**src/rtl/output_accum_buffer_pkg.sv**
```systemverilog
`default_nettype none
// ============================================================================
// Module  : output_buf_pkg
// Brief   : Shared FSM encodings and saturation limits for output_accum_buffer.
// Revision: 1.0 - initial release
// ============================================================================
package output_buf_pkg;

  typedef enum logic [0:0] {
    ST_IDLE   = 1'b0,
    ST_STREAM = 1'b1
  } state_t;

  // Limits are built at 64 bits and truncated by the caller to its width.
  function automatic logic signed [63:0] sat_max(input int w);
    sat_max = (64'sd1 <<< (w - 1)) - 64'sd1;
  endfunction

  function automatic logic signed [63:0] sat_min(input int w);
    sat_min = -(64'sd1 <<< (w - 1));
  endfunction

endpackage
`default_nettype wire

```
**src/rtl/output_accum_buffer_if.sv**
```systemverilog
`default_nettype none
// ============================================================================
// Module  : output_accum_buffer_if
// Brief   : Write, random-read and stream port bundle of output_accum_buffer.
// Revision: 1.0 - initial release
// ============================================================================
interface output_accum_buffer_if #(
  parameter int DATA_WIDTH = 32,
  parameter int ADDR_BITS  = 2
);
  logic                         wr_en;
  logic                         wr_acc;
  logic [ADDR_BITS-1:0]         wr_addr;
  logic signed [DATA_WIDTH-1:0] wr_data;
  logic                         clear;
  logic [ADDR_BITS-1:0]         rd_addr;
  logic signed [DATA_WIDTH-1:0] rd_data;
  logic                         strm_start;
  logic                         m_valid;
  logic                         m_ready;
  logic signed [DATA_WIDTH-1:0] m_data;
  logic                         m_last;
  logic                         busy;
  logic                         sat_flag;

  modport master (
    output wr_en, wr_acc, wr_addr, wr_data, clear, rd_addr, strm_start, m_ready,
    input  rd_data, m_valid, m_data, m_last, busy, sat_flag
  );

  modport slave (
    input  wr_en, wr_acc, wr_addr, wr_data, clear, rd_addr, strm_start, m_ready,
    output rd_data, m_valid, m_data, m_last, busy, sat_flag
  );
endinterface
`default_nettype wire

```
**src/rtl/output_accum_buffer_sat_add.sv**
```systemverilog
`default_nettype none
// ============================================================================
// Module  : sat_add_signed
// Brief   : Combinational signed add clamped to the W-bit range, with flag.
// Revision: 1.0 - initial release
// ============================================================================
module sat_add_signed
  import output_buf_pkg::*;
#(
  parameter int W = 32
) (
  input  wire logic signed [W-1:0] i_a,
  input  wire logic signed [W-1:0] i_b,
  output logic signed [W-1:0]      o_sum,
  output logic                     o_sat
);
  localparam logic signed [W-1:0] c_SAT_MAX = W'(sat_max(W));
  localparam logic signed [W-1:0] c_SAT_MIN = W'(sat_min(W));

  logic signed [W:0] w_wide;

  assign w_wide = $signed({i_a[W-1], i_a}) + $signed({i_b[W-1], i_b});
  // Overflow iff the extra sign bit disagrees with the W-bit sign.
  assign o_sat  = w_wide[W] ^ w_wide[W-1];
  assign o_sum  = !o_sat ? w_wide[W-1:0] : (w_wide[W] ? c_SAT_MIN : c_SAT_MAX);
endmodule
`default_nettype wire

```
**src/rtl/output_accum_buffer.sv**
```systemverilog
`default_nettype none
// ============================================================================
// Module  : output_accum_buffer
// Brief   : DEPTH x DATA_WIDTH signed store with overwrite/saturating-accumulate
//           writes, random read and in-order valid/ready streaming.
//           OUTPUT_ACCUM_BUFFER_RDREG_EN registers rd_data and m_data.
// Revision: 1.0 - initial release
// ============================================================================
module output_accum_buffer
  import output_buf_pkg::*;
#(
  parameter int DATA_WIDTH = 32,
  parameter int ADDR_BITS  = 2
) (
  input wire logic              clk,
  input wire logic              reset,
  output_accum_buffer_if.slave  bus
);
  localparam int                   c_DEPTH    = 1 << ADDR_BITS;
  localparam logic [ADDR_BITS-1:0] c_LAST_IDX = ADDR_BITS'(c_DEPTH - 1);

  logic signed [DATA_WIDTH-1:0] r_mem [c_DEPTH];
  logic                         r_sat_flag;
  state_t                       r_state;
  logic [ADDR_BITS-1:0]         r_idx;
  logic signed [DATA_WIDTH-1:0] w_acc_sum;
  logic                         w_acc_sat;

  sat_add_signed #(.W(DATA_WIDTH)) u_sat_add (
    .i_a   (r_mem[bus.wr_addr]),
    .i_b   (bus.wr_data),
    .o_sum (w_acc_sum),
    .o_sat (w_acc_sat)
  );

  // Register array so clear can zero every entry in a single cycle.
  always_ff @(posedge clk) begin
    if (reset || bus.clear) begin
      for (int i = 0; i < c_DEPTH; i++) r_mem[i] <= '0;
      r_sat_flag <= 1'b0;
    end else if (bus.wr_en) begin
      if (bus.wr_acc) begin
        r_mem[bus.wr_addr] <= w_acc_sum;
        if (w_acc_sat) r_sat_flag <= 1'b1;
      end else begin
        r_mem[bus.wr_addr] <= bus.wr_data;
      end
    end
  end

  assign bus.sat_flag = r_sat_flag;
  assign bus.busy     = (r_state == ST_STREAM);

`ifdef OUTPUT_ACCUM_BUFFER_RDREG_EN
  logic                         r_fetch_done;
  logic                         r_m_valid;
  logic                         r_m_last;
  logic signed [DATA_WIDTH-1:0] r_m_data;
  logic signed [DATA_WIDTH-1:0] r_rd_data;
  logic                         w_load;

  // r_idx is the fetch pointer; it runs one beat ahead of the output register.
  assign w_load = (r_state == ST_STREAM) && !r_fetch_done && (!r_m_valid || bus.m_ready);

  always_ff @(posedge clk) begin
    if (reset || bus.clear) begin
      r_state      <= ST_IDLE;
      r_idx        <= '0;
      r_fetch_done <= 1'b0;
      r_m_valid    <= 1'b0;
      r_m_last     <= 1'b0;
      if (reset) r_m_data <= '0;
    end else begin
      case (r_state)
        ST_IDLE: begin
          if (bus.strm_start) begin
            r_state      <= ST_STREAM;
            r_idx        <= '0;
            r_fetch_done <= 1'b0;
          end
        end
        ST_STREAM: begin
          if (w_load) begin
            r_m_valid <= 1'b1;
            r_m_data  <= r_mem[r_idx];
            r_m_last  <= (r_idx == c_LAST_IDX);
            if (r_idx == c_LAST_IDX) r_fetch_done <= 1'b1;
            else                     r_idx        <= r_idx + 1'b1;
          end else if (r_m_valid && bus.m_ready) begin
            r_m_valid <= 1'b0;
            r_m_last  <= 1'b0;
            if (r_m_last) begin
              r_state <= ST_IDLE;
              r_idx   <= '0;
            end
          end
        end
        default: r_state <= ST_IDLE;
      endcase
    end
  end

  always_ff @(posedge clk) begin
    if (reset) r_rd_data <= '0;
    else       r_rd_data <= r_mem[bus.rd_addr];
  end

  assign bus.m_valid = r_m_valid;
  assign bus.m_data  = r_m_data;
  assign bus.m_last  = r_m_last;
  assign bus.rd_data = r_rd_data;
`else
  always_ff @(posedge clk) begin
    if (reset || bus.clear) begin
      r_state <= ST_IDLE;
      r_idx   <= '0;
    end else begin
      case (r_state)
        ST_IDLE: begin
          if (bus.strm_start) begin
            r_state <= ST_STREAM;
            r_idx   <= '0;
          end
        end
        ST_STREAM: begin
          if (bus.m_ready) begin
            if (r_idx == c_LAST_IDX) begin
              r_state <= ST_IDLE;
              r_idx   <= '0;
            end else begin
              r_idx <= r_idx + 1'b1;
            end
          end
        end
        default: r_state <= ST_IDLE;
      endcase
    end
  end

  assign bus.m_valid = (r_state == ST_STREAM);
  assign bus.m_data  = r_mem[r_idx];
  assign bus.m_last  = (r_state == ST_STREAM) && (r_idx == c_LAST_IDX);
  assign bus.rd_data = r_mem[bus.rd_addr];
`endif

endmodule
`default_nettype wire

```
**src/flat_wrapper.sv**
```systemverilog
// flat-port wrapper written by rule: the top's interface ports become plain ports
module output_accum_buffer_flat import output_buf_pkg::*;
#(
  parameter int DATA_WIDTH = 32,
  parameter int ADDR_BITS  = 2
)
  (clk, reset, bus_wr_en, bus_wr_acc, bus_wr_addr, bus_wr_data, bus_clear, bus_rd_addr, bus_strm_start, bus_m_ready, bus_rd_data, bus_m_valid, bus_m_data, bus_m_last, bus_busy, bus_sat_flag);
  output_accum_buffer_if #(.DATA_WIDTH(DATA_WIDTH), .ADDR_BITS(ADDR_BITS)) bus_i ();
  input wire logic clk;
  input wire logic reset;
  input wire logic [$bits(bus_i.wr_en)-1:0] bus_wr_en;
  input wire logic [$bits(bus_i.wr_acc)-1:0] bus_wr_acc;
  input wire logic [$bits(bus_i.wr_addr)-1:0] bus_wr_addr;
  input wire logic [$bits(bus_i.wr_data)-1:0] bus_wr_data;
  input wire logic [$bits(bus_i.clear)-1:0] bus_clear;
  input wire logic [$bits(bus_i.rd_addr)-1:0] bus_rd_addr;
  input wire logic [$bits(bus_i.strm_start)-1:0] bus_strm_start;
  input wire logic [$bits(bus_i.m_ready)-1:0] bus_m_ready;
  output wire logic [$bits(bus_i.rd_data)-1:0] bus_rd_data;
  output wire logic [$bits(bus_i.m_valid)-1:0] bus_m_valid;
  output wire logic [$bits(bus_i.m_data)-1:0] bus_m_data;
  output wire logic [$bits(bus_i.m_last)-1:0] bus_m_last;
  output wire logic [$bits(bus_i.busy)-1:0] bus_busy;
  output wire logic [$bits(bus_i.sat_flag)-1:0] bus_sat_flag;
  assign bus_i.wr_en = bus_wr_en;
  assign bus_i.wr_acc = bus_wr_acc;
  assign bus_i.wr_addr = bus_wr_addr;
  assign bus_i.wr_data = bus_wr_data;
  assign bus_i.clear = bus_clear;
  assign bus_i.rd_addr = bus_rd_addr;
  assign bus_i.strm_start = bus_strm_start;
  assign bus_i.m_ready = bus_m_ready;
  assign bus_rd_data = bus_i.rd_data;
  assign bus_m_valid = bus_i.m_valid;
  assign bus_m_data = bus_i.m_data;
  assign bus_m_last = bus_i.m_last;
  assign bus_busy = bus_i.busy;
  assign bus_sat_flag = bus_i.sat_flag;
  output_accum_buffer #(.DATA_WIDTH(DATA_WIDTH), .ADDR_BITS(ADDR_BITS)) u_core (.clk(clk), .reset(reset), .bus(bus_i));
endmodule
```
**config.mk**
```make
export PLATFORM = sky130hd
export DESIGN_NAME = output_accum_buffer_flat
export DESIGN_NICKNAME = d
export VERILOG_FILES = /design/src/rtl/output_accum_buffer_pkg.sv /design/src/rtl/output_accum_buffer_if.sv /design/src/rtl/output_accum_buffer_sat_add.sv /design/src/rtl/output_accum_buffer.sv /design/src/flat_wrapper.sv
export SDC_FILE = /design/constraint.sdc
export NUM_CORES = 1
export LEC_CHECK = 0
export BUFFER_PORTS_ARGS = -buffer_cell sky130_fd_sc_hd__buf_4
export CAP_MARGIN = 20
export CORE_MARGIN = 8
export CORE_UTILIZATION = 50
export DETAILED_ROUTE_END_ITERATION = 10
export PLACE_DENSITY = 0.81
export SYNTH_ARGS = -nofsm -noshare
export SYNTH_HDL_FRONTEND = slang
export SYNTH_SLANG_ARGS = --single-unit
```
**constraint.sdc**
```tcl
create_clock -name clk -period 6.1 [get_ports clk]
set_input_delay 0.915 -clock clk [delete_from_list [all_inputs] [get_ports clk]]
set_output_delay 0.915 -clock clk [all_outputs]
set_load 0.05 [all_outputs]
```
==> results of run 1 <==
-- synthesized netlist by cell type (3+ instances only) --
| cell type | count |
|---|---|
| edfxtp_1 | 128 |
| mux4_2 | 96 |
| a21oi_1 | 53 |
| nand2_1 | 49 |
| nor3_1 | 46 |
| a211oi_1 | 45 |
| nor2_1 | 44 |
| ha_1 | 33 |
| o21ai_0 | 33 |
| clkbuf_1 | 29 |
| xnor2_1 | 16 |
| a21o_1 | 13 |
| buf_1 | 13 |
| and3_1 | 12 |
| nand3_1 | 11 |
| a221oi_1 | 10 |
| xor2_1 | 10 |
| nor4_2 | 9 |
| and2_1 | 8 |
| inv_1 | 8 |
| buf_2 | 7 |
| a31oi_1 | 6 |
| buf_4 | 6 |
| dfxtp_1 | 6 |
| nor4_1 | 6 |
| o211ai_1 | 6 |
| o21bai_1 | 6 |
| nand4_1 | 5 |
| nor2b_1 | 5 |
| o22ai_1 | 5 |
| or3_1 | 5 |
| a22oi_1 | 4 |
| o31ai_1 | 4 |
| a2111oi_0 | 3 |
| a311oi_1 | 3 |
| buf_6 | 3 |
| o21a_1 | 3 |
| o31ai_4 | 3 |
-- registers in the layout, indices dropped and copies added, names as in the netlist, named ones only --
signal,count
u_core.bus.sat_flag,1
u_core.r_idx,2
u_core.bus.busy,1
u_core.r_mem,128
-- metal layers --
layer	vias up	routed length (um)
met3	67	3240
met1	4064	11200
met2	491	14300
met4	0	794
met5	-	0
li1	3494	-
-- logic make-up after synthesis --
kind of cell,Yosys count,synth area share (%)
buf+inv,67,3.12
flops,134,40.3
compound gates,221,15.9
mux,98,22.2
fa+ha+maj,34,4.40
xor+xnor,27,2.48
simple gates,215,11.5
-- layout make-up --
type                    count  area (um^2)  share of cell area (%)
clock buffers              19          443                    3.84
clock inverters            13          146                    1.27
inverters                   8         30.0                   0.260
multi-input cells         595         5570                    48.3
flip-flops and latches    134         3970                    34.4
well taps                 265          332                    2.87
repair buffers            137         1050                    9.13
-- stage by stage --
stage          power (mW)  hold WS [ns]
5_1_grt              3.05         0.580
3_3_place_gp         1.91         0.531
3_5_place_dp         1.92         0.531
4_1_cts              2.94         0.552
6_report             2.95         0.558
2_1_floorplan        1.69         0.545
-- worst paths after layout --
path                  startpoint                  end  slack, ns
max               bus_wr_addr[0]  u_core.r_mem[3][15]       0.95
min          u_core.bus.sat_flag  u_core.bus.sat_flag       0.56
max reg2reg   u_core.r_mem[2][0]  u_core.r_mem[3][15]       1.52
min reg2reg  u_core.bus.sat_flag  u_core.bus.sat_flag       0.56
-- power breakdown --
part | internal (mW) | switching, mW
registers | 1.06 | 0.0359
clock network | 0.618 | 0.413
logic | 0.295 | 0.529
total | 1.98 | 0.978
-- worst reg2reg max path, cell delays in order (launching register included) --
cell and delay (ns):
edfxtp_1 0.41, mux4_2 0.48, ha_1 0.22, fa_1 0.43, a211oi_1 0.28, o211ai_1 0.15
a22oi_2 0.44, o31ai_1 0.20, or2_4 0.30, and3_2 0.37, nor3_2 0.66, buf_4 0.28
a211oi_1 0.09
==> impl_metrics.env, run 1 <==
export IMPL_status="finished clean"
export IMPL_crit_type="in2reg"
export IMPL_cpPeakStageDelay_ns=0.66
export IMPL_fin_ws_ns=0.947
export IMPL_synth_main_ff_cell="edfxtp_1"
export IMPL_cp_required_ns=6.26
export IMPL_worst_slew_margin_rel_pct=37.7
export IMPL_slowest_stage="nor3_2"
export IMPL_grt_use_total_pct=24.4
export IMPL_rows=51
export IMPL_cts_resized=0
export IMPL_use_met2_pct=40.2
export IMPL_ys_seq_area_share_pct=40.3
export IMPL_final_area_mm2=0.0115
export IMPL_areaGrowthSynthToFinish_pct=17.4
export IMPL_yosysTopAreaCell="edfxtp_1"
export IMPL_final_cells=1171
export IMPL_synth_top_area_share_pct=39.1
export IMPL_grtUsageMet3_pct=6.78
export IMPL_drv_slew=0
export IMPL_skew_ns=0.00771
export IMPL_gp_congestion=0.961
export IMPL_cts_tree="yes"
export IMPL_dp_hpwl_um=20400
export IMPL_rsz0062_at_grt="false"
export IMPL_cp_max_fo=20
export IMPL_busiest_layer="met2"
export IMPL_yosys_cell_types_count=74
export IMPL_grt_util_met1_pct=30.7
export IMPL_drive_gt1_share_pct=33.0
export IMPL_antenna_found_initial=0
export IMPL_wl_per_cell_um=25.2
export IMPL_fmax_ghz=0.194
export IMPL_dieArea_mm2=0.0244
export IMPL_coreArea_mm2=0.0194
export IMPL_start_util_pct=50.7
export IMPL_vias=8116
export IMPL_path_cells="buf_4 > mux4_2 > ha_1 > fa_1 > a211oi_1 > o211ai_1 > a22oi_2 > o31ai_1 > or2_4 > and3_2 > nor3_2 > buf_4 > a211oi_1"
export IMPL_utilization_pct=59.5
export IMPL_clockBufferDepth=2
export IMPL_detail_route_antenna_nets=0
export IMPL_synth_async_reset_ratio_pct=0
export IMPL_first_pass_iters=5
export IMPL_crit_family="simple AND/OR/NAND/NOR gates"
export IMPL_ios=111
export IMPL_cts_root_buffer="clkbuf_16"
export IMPL_maxCapViolations=0
export IMPL_nNetsFinal=970
export IMPL_synth_enable_flop_cells=128
export IMPL_postCtsHoldBufs=0
export IMPL_clk_latency_ns=0.42
export IMPL_via_per_inst=6.93
export IMPL_yosys_register_bits=134
export IMPL_die_height_um=156
export IMPL_cts_buffers=17
export IMPL_worstSetupEndpointType="flip-flop"
export IMPL_dp_worst_setup_slack_ns=0.549
export IMPL_htreeDepth=4
export IMPL_vdd_ir_drop_max_v=0.000216
export IMPL_mostFrequentLayoutCell="buf_4"
export IMPL_synth_area_per_cell_um2=12.4
export IMPL_synthesis_area_mm2=0.00983
export IMPL_worst_pin_slew_ns=0.933
export IMPL_grt_max_degree=39
export IMPL_clkTransAtPathRegs_ns=0.06
export IMPL_grt_pass1_wl_um=45300
export IMPL_antenna_cells=0
export IMPL_drtIter0Drc=773
export IMPL_crit_buf_inv=2
export IMPL_min_period_ns=5.15
export IMPL_fill_cells=1603
export IMPL_drc_errors=0
export IMPL_setup_tns_ns=0
export IMPL_die_x_um=156
export IMPL_finalCritPeriodShare_pct=84.5
export IMPL_power_density_mw_per_mm2=256
export IMPL_crit_cells=13
export IMPL_hold_depth=2
export IMPL_p_leak_nw=4.28
export IMPL_hold_violations=0
export IMPL_grt_overflow=0
export IMPL_layout_common_cells="buf_4 (135), edfxtp_1 (128), mux4_2 (96)"
export IMPL_placed_area_mm2=0.0110
export IMPL_min_path_type="reg2reg"
export IMPL_synth_nets=873
export IMPL_setup_viol=0
export IMPL_drt_wl_total_um=29500
export IMPL_yosysWarningCount=0
export IMPL_startpoint_type="input pin"
export IMPL_io_buffers=110
export IMPL_worstRegToRegCells=12
export IMPL_clock_sinks=134
export IMPL_syn_inst=796
export IMPL_yosys_top_cells_area="edfxtp_1 (39%), mux4_2 (22%), ha_1 (4.2%), a211oi_1 (3.4%), a21oi_1 (2.7%)"
export IMPL_worst_ep_arrival_time_ns=5.31
export IMPL_dp_cells=1139
export IMPL_grt_pass1_vias=8103
export IMPL_postCtsSetupBuffers=0
No activity file was read; power rests on OpenSTA's default activity.
==> run 2: changes to the inputs <==
--- a/config.mk
+++ b/config.mk
@@ -10,7 +10,7 @@
 export CORE_MARGIN = 8
 export CORE_UTILIZATION = 50
 export DETAILED_ROUTE_END_ITERATION = 10
-export PLACE_DENSITY = 0.81
+export PLACE_DENSITY = 0.84
 export SYNTH_ARGS = -nofsm -noshare
 export SYNTH_HDL_FRONTEND = slang
 export SYNTH_SLANG_ARGS = --single-unit
==> constraint.sdc (replaced) <==
create_clock -name clk -period 4.3 [get_ports clk]
set_input_delay 0.645 -clock clk [delete_from_list [all_inputs] [get_ports clk]]
set_output_delay 0.645 -clock clk [all_outputs]
set_load 0.05 [all_outputs]
==> impl_metrics.env, run 2 (synthesis gave the netlist of run 1 again) <==
export IMPL_status="finished clean"
export IMPL_comb_power_share_pct=31.5
export IMPL_dp_worst_setup_slack_ns=-0.328
export IMPL_p_leak_nw=4.96
export IMPL_via_per_inst=6.62
export IMPL_drc_errors=0
export IMPL_skew_ns=0.00929
export IMPL_grt_pass1_vias=8668
export IMPL_worstSetupEndpointType="flip-flop"
export IMPL_vias=8592
export IMPL_grt_max_degree=33
export IMPL_die_x_um=156
export IMPL_largest_register="u_core.r_mem"
export IMPL_clkTransAtPathRegs_ns=0.06
export IMPL_grt_pass1_wl_um=47900
export IMPL_cp_max_fo=7
export IMPL_cpMostUsedCell="buf_4"
export IMPL_hold_violations=0
export IMPL_top_regs="u_core.r_mem x128, u_core.r_idx x2"
export IMPL_coreArea_mm2=0.0194
export IMPL_dp_hpwl_um=22200
export IMPL_first_pass_iters=5
export IMPL_fin_ws_ns=0.175
export IMPL_postCtsHoldBufs=0
export IMPL_cts_buffers=17
export IMPL_antenna_cells=0
export IMPL_cp_required_ns=4.45
export IMPL_clock_sinks=134
export IMPL_cts_tree="yes"
export IMPL_grt_use_total_pct=26.0
export IMPL_crit_type="in2reg"
export IMPL_maxCapViolations=0
export IMPL_vdd_ir_drop_max_v=0.000304
export IMPL_layout_common_cells="buf_4 (254), edfxtp_1 (128), mux4_2 (96)"
export IMPL_startpoint_type="input pin"
export IMPL_grt_overflow=0
export IMPL_placed_area_mm2=0.0120
export IMPL_io_buffers=110
export IMPL_p_sw_share_pct=32.6
export IMPL_areaGrowthSynthToFinish_pct=29.0
export IMPL_switchingPower_mw=1.45
export IMPL_worst_slew_margin_rel_pct=39.9
export IMPL_drv_slew=0
export IMPL_worst_pin_slew_ns=0.900
export IMPL_power_frac_seq_pct=35.0
export IMPL_largest_reg_flops=128
export IMPL_total_power_mw=4.45
export IMPL_p_int_mw=3.00
export IMPL_gp_congestion=1.02
export IMPL_detail_route_antenna_nets=0
export IMPL_nNetsFinal=1098
export IMPL_die_height_um=156
export IMPL_drtIter0Drc=863
export IMPL_worst_ep_arrival_time_ns=4.27
export IMPL_cpPeakStageDelay_ns=0.52
export IMPL_ios=111
export IMPL_finalCritPeriodShare_pct=95.9
export IMPL_drive_gt1_share_pct=41.4
export IMPL_final_area_mm2=0.0127
export IMPL_start_util_pct=50.7
export IMPL_grtUsageMet3_pct=5.68
export IMPL_clockBufferDepth=2
export IMPL_slowest_stage="mux4_2"
export IMPL_use_met2_pct=43.0
export IMPL_min_path_type="in2reg"
export IMPL_drt_wl_total_um=31300
export IMPL_htreeDepth=4
export IMPL_dieArea_mm2=0.0244
export IMPL_antenna_found_initial=0
export IMPL_grt_util_met1_pct=32.1
export IMPL_setup_viol=0
export IMPL_power_density_mw_per_mm2=351
export IMPL_clk_latency_ns=0.43
export IMPL_rsz0062_at_grt="false"
export IMPL_clockPowerShare_pct=33.5
export IMPL_rows=51
export IMPL_path_cells="buf_4 > buf_12 > buf_4 > mux4_2 > ha_1 > o21ai_0 > a211oi_1 > a22oi_2 > buf_4 > o21a_1 > o311ai_1 > o21ai_0 > a221oi_1 > buf_4 > nor4_1"
export IMPL_busiest_layer="met2"
export IMPL_mostFrequentLayoutCell="buf_4"
export IMPL_min_period_ns=4.13
export IMPL_cts_root_buffer="clkbuf_16"
export IMPL_wl_per_cell_um=24.1
export IMPL_fmax_ghz=0.242
-- run 2: changes by cell type in the layout (fill, tap and decap cells not counted), moves of 2 or more --
| cell | before | now |
|---|---|---|
| clkinv_1 | 0 | 2 |
| nor4_4 | 0 | 3 |
| inv_6 | 4 | 2 |
| buf_12 | 2 | 11 |
| buf_4 | 135 | 254 |
| nor4_2 | 9 | 6 |
-- run 2: timing repair --
item                       4_1_cts  5_1_grt
setup endpoints to repair        0       65
hold endpoints to repair         0        0
gates resized for setup          0       10
setup buffers                    0        1
-- run 2: metrics by stage --
step / utilization (%) / hold WS [ns] / setup TNS (ns) / instances
6_report: 65.4 / 0.402 / 0 / 1298
5_1_grt: 65.4 / 0.402 / 0 / 1298
4_1_cts: 65.0 / 0.396 / 0 / 1297
3_5_place_dp: 62.0 / 0.519 / -18.66 / 1266
3_3_place_gp: 62.0 / 0.521 / -11.12 / 1266
2_1_floorplan: - / 0.545 / 0 / 796
-- run 2: worst paths after layout --
check	start	to	slack (ns)	cells past startpoint
setup / recovery	bus_wr_addr[0]	u_core.r_mem[0][26]	0.17	15
hold / removal	reset	u_core.bus.sat_flag	0.40	2
setup reg to reg	u_core.r_mem[3][0]	u_core.r_mem[0][30]	0.25	11
hold reg to reg	u_core.bus.sat_flag	u_core.bus.sat_flag	0.54	2
-- run 2: power groups by stage --
stage	registers (mW)	logic [mW]	clock network, mW
after CTS	1.56	1.36	1.49
after global routing	1.57	1.49	1.55
after floorplan	1.57	0.839	0
after global placement	1.57	1.33	0
after detailed placement	1.58	1.35	0
final	1.56	1.40	1.49
-- run 2: cell type report --
cell class	count	area [um^2]
Clock buffer	18	429
Sequential cell	134	3970
Inverter	8	30.0
Timing Repair Buffer	265	2130
Multi-Input combinational cell	595	5650
Clock inverter	13	155
Tap cell	265	332
Fill cell	1448	6720
-- run 2: per-layer routing --
metal	vias to the layer above	share of wire [%]
li1	3756	-
met1	4222	37
met2	519	49
met3	95	9.7
met4	0	4.0
met5	-	0
-- run 2: worst max-delay path: cells and delay by family --
kind	cells	cell delay [ns]
adder cells (fa/ha/maj)	1	0.38
buffers and inverters	5	0.82
multiplexers	1	0.52
AO/OA/AOI/OAI	7	1.84
AND/OR/NAND/NOR	1	0.06
==> run 3: changes to the inputs <==
--- a/config.mk
+++ b/config.mk
@@ -9,6 +9,7 @@
 export CAP_MARGIN = 20
 export CORE_MARGIN = 8
 export CORE_UTILIZATION = 50
+export CTS_BUF_LIST = sky130_fd_sc_hd__clkbuf_8 sky130_fd_sc_hd__clkbuf_16
 export DETAILED_ROUTE_END_ITERATION = 10
 export PLACE_DENSITY = 0.84
 export SYNTH_ARGS = -nofsm -noshare
==> impl_metrics.env, run 3 (synthesis gave the netlist of run 1 again) <==
export IMPL_fill_cells=1448
export IMPL_grt_pass1_vias=8668
export IMPL_grt_overflow=0
export IMPL_p_sw_share_pct=32.6
export IMPL_drc_errors=0
export IMPL_mostFrequentLayoutCell="buf_4"
export IMPL_drt_wl_total_um=31400
export IMPL_clockBufferDepth=2
export IMPL_grt_use_total_pct=26.0
export IMPL_min_period_ns=4.13
export IMPL_rsz0062_at_grt="false"
export IMPL_power_frac_seq_pct=35.0
export IMPL_p_leak_nw=4.96
export IMPL_cp_required_ns=4.44
export IMPL_slowest_stage="mux4_2"
export IMPL_hold_violations=0
export IMPL_clock_sinks=134
export IMPL_dp_hpwl_um=22200
export IMPL_final_cells=1298
export IMPL_cts_buffers=17
export IMPL_fmax_ghz=0.242
export IMPL_largest_reg_flops=128
export IMPL_first_pass_iters=5
export IMPL_comb_power_share_pct=31.5
export IMPL_crit_buf_inv=5
export IMPL_detail_route_antenna_nets=0
export IMPL_power_density_mw_per_mm2=351
export IMPL_wl_per_cell_um=24.2
export IMPL_gp_congestion=1.02
export IMPL_antenna_cells=0
export IMPL_die_height_um=156
export IMPL_nNetsFinal=1098
export IMPL_dp_cells=1266
export IMPL_worstSetupEndpointType="flip-flop"
export IMPL_grt_pass1_wl_um=47900
export IMPL_status="finished clean"
export IMPL_worst_pin_slew_ns=0.900
export IMPL_drive_gt1_share_pct=41.4
export IMPL_antenna_found_initial=0
export IMPL_ios=111
export IMPL_setup_tns_ns=0
export IMPL_skew_ns=0.00843
export IMPL_rows=51
export IMPL_vdd_ir_drop_max_v=0.000306
export IMPL_maxCapViolations=0
export IMPL_largest_register="u_core.r_mem"
export IMPL_cpMostUsedCell="buf_4"
export IMPL_grt_max_degree=33
export IMPL_worst_slew_margin_rel_pct=39.9
export IMPL_min_path_type="in2reg"
export IMPL_vias=8584
export IMPL_start_util_pct=50.7
export IMPL_htreeDepth=4
export IMPL_drv_slew=0
export IMPL_cpPeakStageDelay_ns=0.52
export IMPL_worst_ep_arrival_time_ns=4.27
export IMPL_postCtsHoldBufs=0
export IMPL_clk_latency_ns=0.43
export IMPL_via_per_inst=6.61
export IMPL_crit_type="in2reg"
export IMPL_path_cells="buf_4 > buf_12 > buf_4 > mux4_2 > ha_1 > o21ai_0 > a211oi_1 > a22oi_2 > buf_4 > o21a_1 > o311ai_1 > o21ai_0 > a221oi_1 > buf_4 > nor4_1"
export IMPL_crit_family="compound AO/OA/AOI/OAI gates"
export IMPL_total_power_mw=4.45
export IMPL_io_buffers=110
export IMPL_dieArea_mm2=0.0244
export IMPL_cts_tree="yes"
export IMPL_die_x_um=156
export IMPL_startpoint_type="input pin"
export IMPL_coreArea_mm2=0.0194
export IMPL_placed_area_mm2=0.0120
export IMPL_final_area_mm2=0.0127
export IMPL_cts_root_buffer="clkbuf_16"
export IMPL_clkTransAtPathRegs_ns=0.06
export IMPL_finalCritPeriodShare_pct=96.0
export IMPL_setup_viol=0
export IMPL_p_int_mw=3.00
export IMPL_switchingPower_mw=1.45
export IMPL_areaGrowthSynthToFinish_pct=29.0
export IMPL_top_regs="u_core.r_mem x128, u_core.r_idx x2"
export IMPL_cp_max_fo=7
export IMPL_layout_common_cells="buf_4 (254), edfxtp_1 (128), mux4_2 (96)"
export IMPL_clockPowerShare_pct=33.5
export IMPL_drtIter0Drc=863
[run 3: changes by cell type in the layout (fill, tap and decap cells not counted)]
| cell | before | now |
|---|---|---|
| clkbuf_1 | 1 | 0 |
| inv_1 | 8 | 9 |
[run 3: timing repair]
item,in CTS,in global routing
buffers inserted,0,1
resized for setup,0,10
setup endpoints to repair,0,65
[run 3: cell type report]
type / instances / area, um^2 / area share (%)
inverters: 8 / 30.0 / 0.237
clock inverters: 14 / 159 / 1.25
flip-flops and latches: 134 / 3970 / 31.3
well taps: 265 / 332 / 2.61
multi-input cells: 595 / 5650 / 44.5
repair buffers: 265 / 2130 / 16.8
clock buffers: 17 / 425 / 3.35
[run 3: final timing paths]
| path | end | slack (ns) | cells past startpoint | start |
|---|---|---|---|---|
| max reg2reg | u_core.r_mem[0][30] | 0.28 | 11 | u_core.r_mem[3][0] |
| min reg2reg | u_core.bus.sat_flag | 0.54 | 2 | u_core.bus.sat_flag |
| min | u_core.bus.sat_flag | 0.40 | 2 | reset |
| max | u_core.r_mem[0][26] | 0.17 | 15 | bus_wr_addr[0] |
[run 3: worst register-to-register path, stage by stage (launching register included)]
cell and delay (ns):
edfxtp_1 0.42, mux4_2 0.48, ha_1 0.23, fa_1 0.40
a211oi_1 0.29, o211ai_1 0.16, a22oi_2 0.27, o21ai_0 0.19
o31ai_1 0.35, mux2_2 0.41, a2111oi_4 0.46, nor3_1 0.12
[run 3: metal layers]
layer,track usage (%),vias to the layer above,wire [um],share of wire [%]
li1,-,3756,-,-
met1,32.1,4232,11800,38
met3,5.68,93,3010,9.6
met4,12.3,0,1240,3.9
met5,0,-,0,0
met2,43.0,503,15300,49
[run 3: stage by stage]
step	util, %	worst slack, ns	hold WS (ns)
6_report	65.4	0.173	0.401
5_1_grt	65.4	0.0222	0.402
4_1_cts	65.0	0.0935	0.396
3_5_place_dp	62.0	-0.328	0.519
3_3_place_gp	62.0	-0.210	0.521
2_1_floorplan	-	0.00923	0.545
[run 3: power groups by stage]
stage	sequential [mW]	combinational (mW)	clock [mW]
2_1_floorplan	1.57	0.839	0
3_3_place_gp	1.57	1.33	0
3_5_place_dp	1.58	1.35	0
4_1_cts	1.56	1.36	1.48
5_1_grt	1.57	1.49	1.54
6_report	1.56	1.40	1.49
